### src/rtl/usbfifo_tx.sv
// Transmit engine for the FT2232H async 245 FIFO: buffers bytes from a valid/ready
// source and replays them as timed WR# strobes gated by the synchronised TXE# flag.
module usbfifo_tx #(
    parameter int unsigned DEPTH       = 16,
    parameter int unsigned AW          = 4,
    parameter int unsigned SETUP_CYC   = 1,
    parameter int unsigned PULSE_CYC   = 2,
    parameter int unsigned HOLD_CYC    = 1,
    parameter int unsigned RECOVER_CYC = 2
) (
    input  logic          clock,
    input  logic          reset,
    input  logic [7:0]    in_data,
    input  logic          in_valid,
    output logic          in_ready,
    input  logic          txe,
    output logic          wr,
    output logic [7:0]    data_out,
    output logic          data_oe,
    output logic [AW:0]   fifo_count,
    output logic          busy
);

    localparam int unsigned MAX_SP  = (SETUP_CYC > PULSE_CYC) ? SETUP_CYC : PULSE_CYC;
    localparam int unsigned MAX_HR  = (HOLD_CYC > RECOVER_CYC) ? HOLD_CYC : RECOVER_CYC;
    localparam int unsigned MAX_CYC = (MAX_SP > MAX_HR) ? MAX_SP : MAX_HR;
    localparam int unsigned CW      = $clog2(MAX_CYC + 1);

    typedef enum logic [2:0] {IDLE, SETUP, STROBE, HOLD, RECOVER} state_t;

    state_t          state, state_nxt;
    logic [CW-1:0]   cnt, cnt_nxt;
    logic            txe_m, txe_s;
    logic [7:0]      mem [DEPTH];
    logic [AW-1:0]   wr_ptr, rd_ptr;
    logic            push, pop;
    logic            wr_d, oe_d, busy_d;

    assign in_ready = !reset && (fifo_count != (AW+1)'(DEPTH));
    assign push     = in_valid && in_ready;
    assign pop      = (state == IDLE) && !txe_s && (fifo_count != '0);

    // State, phase counter and registered pin controls
    always_ff @(posedge clock) begin
        if (reset) begin
            state   <= IDLE;
            cnt     <= '0;
            wr      <= 1'b1;
            data_oe <= 1'b0;
            busy    <= 1'b0;
        end else begin
            state   <= state_nxt;
            cnt     <= cnt_nxt;
            wr      <= wr_d;
            data_oe <= oe_d;
            busy    <= busy_d;
        end
    end

    // Next state: each timed phase reloads the shared down-counter on entry
    always_comb begin
        state_nxt = state;
        cnt_nxt   = cnt;
        case (state)
            IDLE: begin
                if (pop) begin
                    state_nxt = SETUP;
                    cnt_nxt   = CW'(SETUP_CYC - 1);
                end
            end
            SETUP: begin
                if (cnt == '0) begin
                    state_nxt = STROBE;
                    cnt_nxt   = CW'(PULSE_CYC - 1);
                end else begin
                    cnt_nxt = cnt - CW'(1);
                end
            end
            STROBE: begin
                if (cnt == '0) begin
                    state_nxt = HOLD;
                    cnt_nxt   = CW'(HOLD_CYC - 1);
                end else begin
                    cnt_nxt = cnt - CW'(1);
                end
            end
            HOLD: begin
                if (cnt == '0) begin
                    state_nxt = RECOVER;
                    cnt_nxt   = CW'(RECOVER_CYC - 1);
                end else begin
                    cnt_nxt = cnt - CW'(1);
                end
            end
            RECOVER: begin
                if (cnt == '0) begin
                    state_nxt = IDLE;
                    cnt_nxt   = '0;
                end else begin
                    cnt_nxt = cnt - CW'(1);
                end
            end
            default: begin
                state_nxt = IDLE;
                cnt_nxt   = '0;
            end
        endcase
    end

    // Pin controls decoded from the next state so the registers change with it
    always_comb begin
        wr_d   = 1'b1;
        oe_d   = 1'b0;
        busy_d = (state_nxt != IDLE);
        case (state_nxt)
            SETUP:   oe_d = 1'b1;
            STROBE: begin
                wr_d = 1'b0;
                oe_d = 1'b1;
            end
            HOLD:    oe_d = 1'b1;
            default: oe_d = 1'b0;
        endcase
    end

    // Buffer pointers, occupancy, output byte and TXE# synchroniser
    always_ff @(posedge clock) begin
        if (reset) begin
            wr_ptr     <= '0;
            rd_ptr     <= '0;
            fifo_count <= '0;
            data_out   <= '0;
            txe_m      <= 1'b1;
            txe_s      <= 1'b1;
        end else begin
            txe_m <= txe;
            txe_s <= txe_m;
            if (push) begin
                wr_ptr <= wr_ptr + AW'(1);
            end
            if (pop) begin
                data_out <= mem[rd_ptr];
                rd_ptr   <= rd_ptr + AW'(1);
            end
            case ({push, pop})
                2'b10:   fifo_count <= fifo_count + (AW+1)'(1);
                2'b01:   fifo_count <= fifo_count - (AW+1)'(1);
                default: fifo_count <= fifo_count;
            endcase
        end
    end

    always_ff @(posedge clock) begin
        if (push) begin
            mem[wr_ptr] <= in_data;
        end
    end

endmodule

### config.mk
export PLATFORM = sky130hd
export DESIGN_NAME = usbfifo_tx
export DESIGN_NICKNAME = d
export VERILOG_FILES = /design/src/rtl/usbfifo_tx.sv
export SDC_FILE = /design/constraint.sdc
export NUM_CORES = 1
export LEC_CHECK = 0
export ABC_AREA = 1
export CAP_MARGIN = 20
export CORE_MARGIN = 2
export CORE_UTILIZATION = 45
export DETAILED_ROUTE_END_ITERATION = 8
export PLACE_DENSITY = 0.62
export SETUP_SLACK_MARGIN = 0.05
export SLEW_MARGIN = 10
export SYNTH_ARGS = -nofsm -noshare
export SYNTH_HDL_FRONTEND = slang
export SYNTH_SLANG_ARGS = --single-unit
### constraint.sdc
create_clock -name clock -period 3.3 [get_ports clock]
set_clock_uncertainty 0.2 [all_clocks]
set_input_delay 0.495 -clock clock [delete_from_list [all_inputs] [get_ports clock]]
set_output_delay 0.495 -clock clock [all_outputs]
set_load 0.02 [all_outputs]
==> flow_summary.ini, run 1 <==
[worst_setup_path]
arrival_ns = 2.91
cp-end-kind = flop
crit_start = fifo_count[0]
path_class = flop to flop
reg2reg_to = fifo_count[4]
cp_data_required_time_ns = 3.45
startpoint_type = flop
cp_max_fo = 20
r2r_cells = 15
r2r_setup_slack_ns = 0.54
r2r_start = fifo_count[0]
endpoint = fifo_count[4]

[clocking]
ctsResizeCount = 0
cts.sinks = 159
path_clk_slew_ns = 0.06
cts_tree = yes
clock_latency_ns = 0.43
postCtsSetupBuffers = 0
holdBufCountCts = 0
cts_root_buffer = clkbuf_16
cts_max_level = 4
cts-buffers-inserted = 17
cts_buffer_depth = 2

[layout]
antenna_cells = 0
final_net_count = 785
syn2layout_area_growth_pct = 16.1
fin_util_pct = 53.4
drive_gt1_share_pct = 7.98
fin_area_sq_um = 8090
stdcell_count = 965

[global_routing]
grt_overflow = 0
grt_max_degree = 67
grtUsageTotal_pct = 20.1
antenna_found_initial = 0
grt_pass1_wl_um = 24900
grt_pass1_vias = 4720

[yosys]
ys_seq_area_share_pct = 64.1
syn-cell-area_sq_um = 6970
avgSynthCellArea_sq_um = 9.62
ys_types = 30
synth_top_area_share_pct = 55.2
synth_commonest_cells = nand2_1 (236), edfxtp_1 (128), nand3_1 (102)
ys_async_sr_fraction_pct = 0
synth_seq_cells = 159
synth_top_cell_by_area = edfxtp_1
synth.area.top_cells = edfxtp_1 (55%), nand2_1 (13%), dfxtp_1 (8.9%)
synth_warnings = 0
syn_nets = 745
synth-edff-count = 128
syn_inst = 724
yosysMostFrequentCell = nand2_1
synth_flop_cell = edfxtp_1

[route]
vias_per_cell = 5.13
met2WireLength_um = 7300
m1WireLength_um = 7140
wl_um = 15700
routed.top_layer = met4
num_vias = 4954
drt_iter0_markers = 398
drc = 0
drtPass1Iterations = 5
wire_per_inst_um = 16.2
ant_nets = 0
wl_met3_um = 879

[floorplan]
row_count = 45
die_x_um = 128
die_h_um = 128
start_util_pct = 46.0
core_area_sq_um = 15100
die_area_sq_um = 16500
io_pins = 29

[placement]
pre_cts_ws_ns = 0.380
hpwl_um = 9880
portBuffers = 28
place_inst = 933
gp_congestion = 0.904
placed_cell_area_sq_um = 7500

[power]
switching_share_pct = 23.5
p_per_area_nw_per_um2 = 557
pwr-share-comb_pct = 7.9
p_int_mw = 3.45
power_mw = 4.51
pwr-share-clk_pct = 42.7
power.switching_mw = 1.06
seq_power_share_pct = 49.4
p_leak_nw = 3.39
max-vdd-ir-drop_mv = 0.412

[outcome]
outcome = complete, no violations

[sta]
period_share_pct = 83.7
setup_viol = 0
rsz0062_at_grt = no
period_minus_slack_ns = 2.76
setup_tns_ns = 0
fmax_ghz = 0.362
hold_violations = 0
worst_slack_ns = 0.538
slew_headroom_pct = 46.8
worst_pin_slew_ns = 0.796
holdWs_ns = 0.225
drv_slew = 0

[worst_hold_path]
hold_class = flop to flop

[flow_run]
max_cap_violations = 0
power by group through the flow:
| stage | combinational, mW | clock, mW | sequential (mW) |
|---|---|---|---|
| final | 0.357 | 1.93 | 2.23 |
| after floorplan | 0.202 | 0 | 2.28 |
| after detailed placement | 0.357 | 0 | 2.27 |
| after global routing | 0.399 | 2.03 | 2.23 |
| after global placement | 0.351 | 0 | 2.27 |
| after CTS | 0.359 | 1.95 | 2.23 |
flip-flops by register name, indices dropped and copies added (netlist names):
signal      cells
busy            1
cnt             2
data_oe         1
data_out        8
fifo_count      5
mem           128
rd_ptr          4
state           3
txe_m           1
txe_s           1
wr              1
wr_ptr          4
how the worst min path moves through the flow:
stage | from | to | slack, ns | depth (start not counted)
after floorplan | txe_m | txe_s | 0.19 | 1
after global placement | txe_m | txe_s | 0.20 | 1
after detailed placement | txe_m | txe_s | 0.20 | 1
after CTS | txe_m | txe_s | 0.22 | 1
after global routing | txe_m | txe_s | 0.25 | 1
final | txe_m | txe_s | 0.23 | 1
cell usage in the layout (no fill, tap or decap), drive strengths merged:
cell type      count
clkdlybuf4s50     28
dfxtp             31
o21ai              9
or2                2
clkinv             8
and3               1
o21bai             1
inv              105
nor2              41
ha                 9
nand3b             3
clkinvlp           3
a21boi             1
o22ai              1
buf               22
nand3            103
xor2               5
nor3b              1
edfxtp           128
xnor2              1
bufinv             2
a31oi              2
nand4              3
clkbuf            18
nand2            237
a21oi             12
cell families (layout without fill, tap and decap cells):
kind of cell | after synthesis | in the layout | share of synthesized area [%]
flip-flops | 159 | 159 | 64.1
AND/OR/NAND/NOR | 391 | 391 | 23.5
AO/OA/AOI/OAI | 26 | 26 | 1.99
adder cells (fa/ha/maj) | 9 | 9 | 1.62
buffers and inverters | 133 | 186 | 8.12
XOR/XNOR | 6 | 6 | 0.754
critical path, cell delays in order, from the launching register on:
cell	delay, ns
dfxtp_1	0.35
nor2_1	0.17
nand4_1	0.12
nand2_2	0.20
clkinv_2	0.30
ha_1	0.37
xor2_1	0.21
ha_1	0.17
inv_1	0.04
nand2_1	0.09
nand3_1	0.12
nand2_1	0.08
nand2_1	0.04
nand2_1	0.05
nand2_1	0.05
a21oi_1	0.12
layer usage:
layer	vias to the layer above	global-route usage [%]
li1	2421	-
met1	2365	27.2
met2	146	31.6
met3	22	4.82
met4	0	8.02
met5	-	0
layout make-up:
type | instances | area (sq um)
flip-flops and latches | 159 | 4470
clock buffers | 18 | 429
clock inverters | 14 | 158
multi-input cells | 432 | 1940
inverters | 104 | 392
repair buffers | 50 | 470
fillers | 1306 | 7060
well taps | 188 | 235
Power figures use the tool's default switching activity.
==> run 2: changes to the inputs <==
- clock period: 3.3 -> 2.8 ns (I/O delays scaled with it)
==> run 2 against run 1 <==
Against the previous run: critical path depth decreased by 9; via count fell by 0.71%; clock-buffer cell count down 1; cell area increased by 0.31%; utilization grew 0.17 points; clock power rose by 13%; flip-flop and latch count unchanged; register-to-register slack worse by 0.13 ns; sequential power grew 17%; routed wire length fell by 0.76%.
==> flow_summary.ini, run 2 (synthesized netlist as in run 1, its figures left out) <==
[worst_setup_path]
arrival_ns = 1.81
critPathSlowestCell = clkdlybuf4s50_1
path_buf_inv = 5
r2r_start = state[2]
path_class = input pin to output port
crit_family = buffers and inverters
max_stage_delay_ns = 0.59
r2r_cells = 16
cp_data_required_time_ns = 2.18
cp-end-kind = output port
cp_max_fo = 9
reg2reg_to = fifo_count[4]
crit_chain = clkdlybuf4s50_1 > inv_2 > buf_4 > nand2_1 > inv_1 > clkdlybuf4s50_1
startpoint_type = input pin
worst_path_most_repeated_cell = clkdlybuf4s50_1
r2r_setup_slack_ns = 0.41

[clocking]
path_clk_slew_ns = 0.06
cts-buffers-inserted = 17
clock_latency_ns = 0.42
cts_buffer_depth = 2
cts_tree = yes
cts_root_buffer = clkbuf_16
holdBufCountCts = 0
cts_max_level = 4
cts.sinks = 159

[placement]
portBuffers = 28
placed_cell_area_sq_um = 7540
place_inst = 938
pre_cts_ws_ns = 0.236
gp_congestion = 0.836
hpwl_um = 10100

[sta]
period_share_pct = 86.8
setup_viol = 0
rsz0062_at_grt = no
hold_violations = 0
period_minus_slack_ns = 2.43
worst_slack_ns = 0.369
setup_tns_ns = 0
slew_headroom_pct = 51.1
fmax_ghz = 0.411
worst_pin_slew_ns = 0.734
drv_slew = 0
holdWs_ns = 0.220

[layout]
multi_input_area_sq_um = 1940
final_common_cell = nand2_1
reg_top3 = mem (128), data_out (8), fifo_count (5)
final_net_count = 792
stdcell_count = 972
layout.area.seq_sq_um = 4470
top_register = mem
syn2layout_area_growth_pct = 16.4
final_cell_mix = nand2_1 (236), edfxtp_1 (128), nand3_1 (102)
drive_gt1_share_pct = 8.93
largest_register_ffs = 128
fin_util_pct = 53.6
fill_cells = 1315
antenna_cells = 0
fin_area_sq_um = 8110

[global_routing]
grt_overflow = 0
antenna_found_initial = 0
grt_pass1_wl_um = 25000
grt_max_degree = 67
grt_pass1_vias = 4819
grtUsageTotal_pct = 20.4

[power]
seq_power_share_pct = 50.1
power.switching_mw = 1.25
pwr-share-comb_pct = 8.2
max-vdd-ir-drop_mv = 0.482
pwr-share-clk_pct = 41.7
p_per_area_nw_per_um2 = 644
p_int_mw = 3.98
power_mw = 5.23
p_leak_nw = 3.43
switching_share_pct = 23.9

[flow_run]
max_cap_violations = 0

[floorplan]
die_h_um = 128
start_util_pct = 46.0
die_area_sq_um = 16500
io_pins = 29
row_count = 45
core_area_sq_um = 15100
die_x_um = 128

[route]
num_vias = 4919
drc = 0
vias_per_cell = 5.06
drtPass1Iterations = 5
wl_um = 15500
ant_nets = 0
drt_iter0_markers = 407
wire_per_inst_um = 16.0

[outcome]
outcome = complete, no violations

[worst_hold_path]
whs_endpoint = txe_s
min-delay-start = txe_m
hold-path-cell-count = 1
hold_class = flop to flop
[run 2: changes by cell type in the layout (fill, tap and decap cells not counted), moves of 2 or more]
cell	before	now
buf_4	20	27
clkinv_2	2	5
clkinvlp_4	3	1
inv_6	2	5
[run 2: repair_timing]
| item | CTS | global route |
|---|---|---|
| setup buffers | 0 | 2 |
| endpoints found under the setup margin | 0 | 1 |
| endpoints found under the hold margin | 0 | 0 |
| gates resized for setup | 0 | 0 |
[run 2: worst register-to-register path, stage by stage, from the launching register on]
cell and delay [ns]:
dfxtp_1 0.35, inv_2 0.10, nand3_1 0.08, nor2_1 0.18, nand2_2 0.11, clkinv_2 0.06
ha_1 0.25, xor2_1 0.23, ha_1 0.18, inv_1 0.04, nand2_1 0.10, nand3_1 0.12
nand2_1 0.08, nand2_1 0.05, nand2_1 0.06, nand2_1 0.04, a21oi_1 0.12
[run 2: power groups by stage]
stage	registers, mW	clock network (mW)	logic (mW)
floorplan	2.69	0	0.238
global placement	2.67	0	0.419
detailed placement	2.67	0	0.426
CTS	2.62	2.22	0.430
global route	2.62	2.33	0.480
finish	2.62	2.18	0.429
[run 2: final cells by class]
type	count	share of cell area [%]
clock inverters	15	1.65
multi-input cells	432	23.9
well taps	188	2.90
flip-flops and latches	159	55.0
clock buffers	17	5.24
inverters	104	4.83
repair buffers	57	6.45
[run 2: layer usage]
layer  GRT usage [%]  share of wire, %
met1            27.0                44
met5               0                 0
met2            33.3                49
met4            6.40               1.4
met3            5.03               6.2
[run 2: worst max-delay path by stage]
stage / to / start / cells after the start
after CTS: fifo_count[4] / state[2] / 16
final: in_ready / reset / 6
after floorplan: fifo_count[4] / fifo_count[0] / 16
after detailed placement: fifo_count[4] / reset / 14
after global placement: fifo_count[4] / reset / 14
after global routing: fifo_count[4] / state[2] / 16
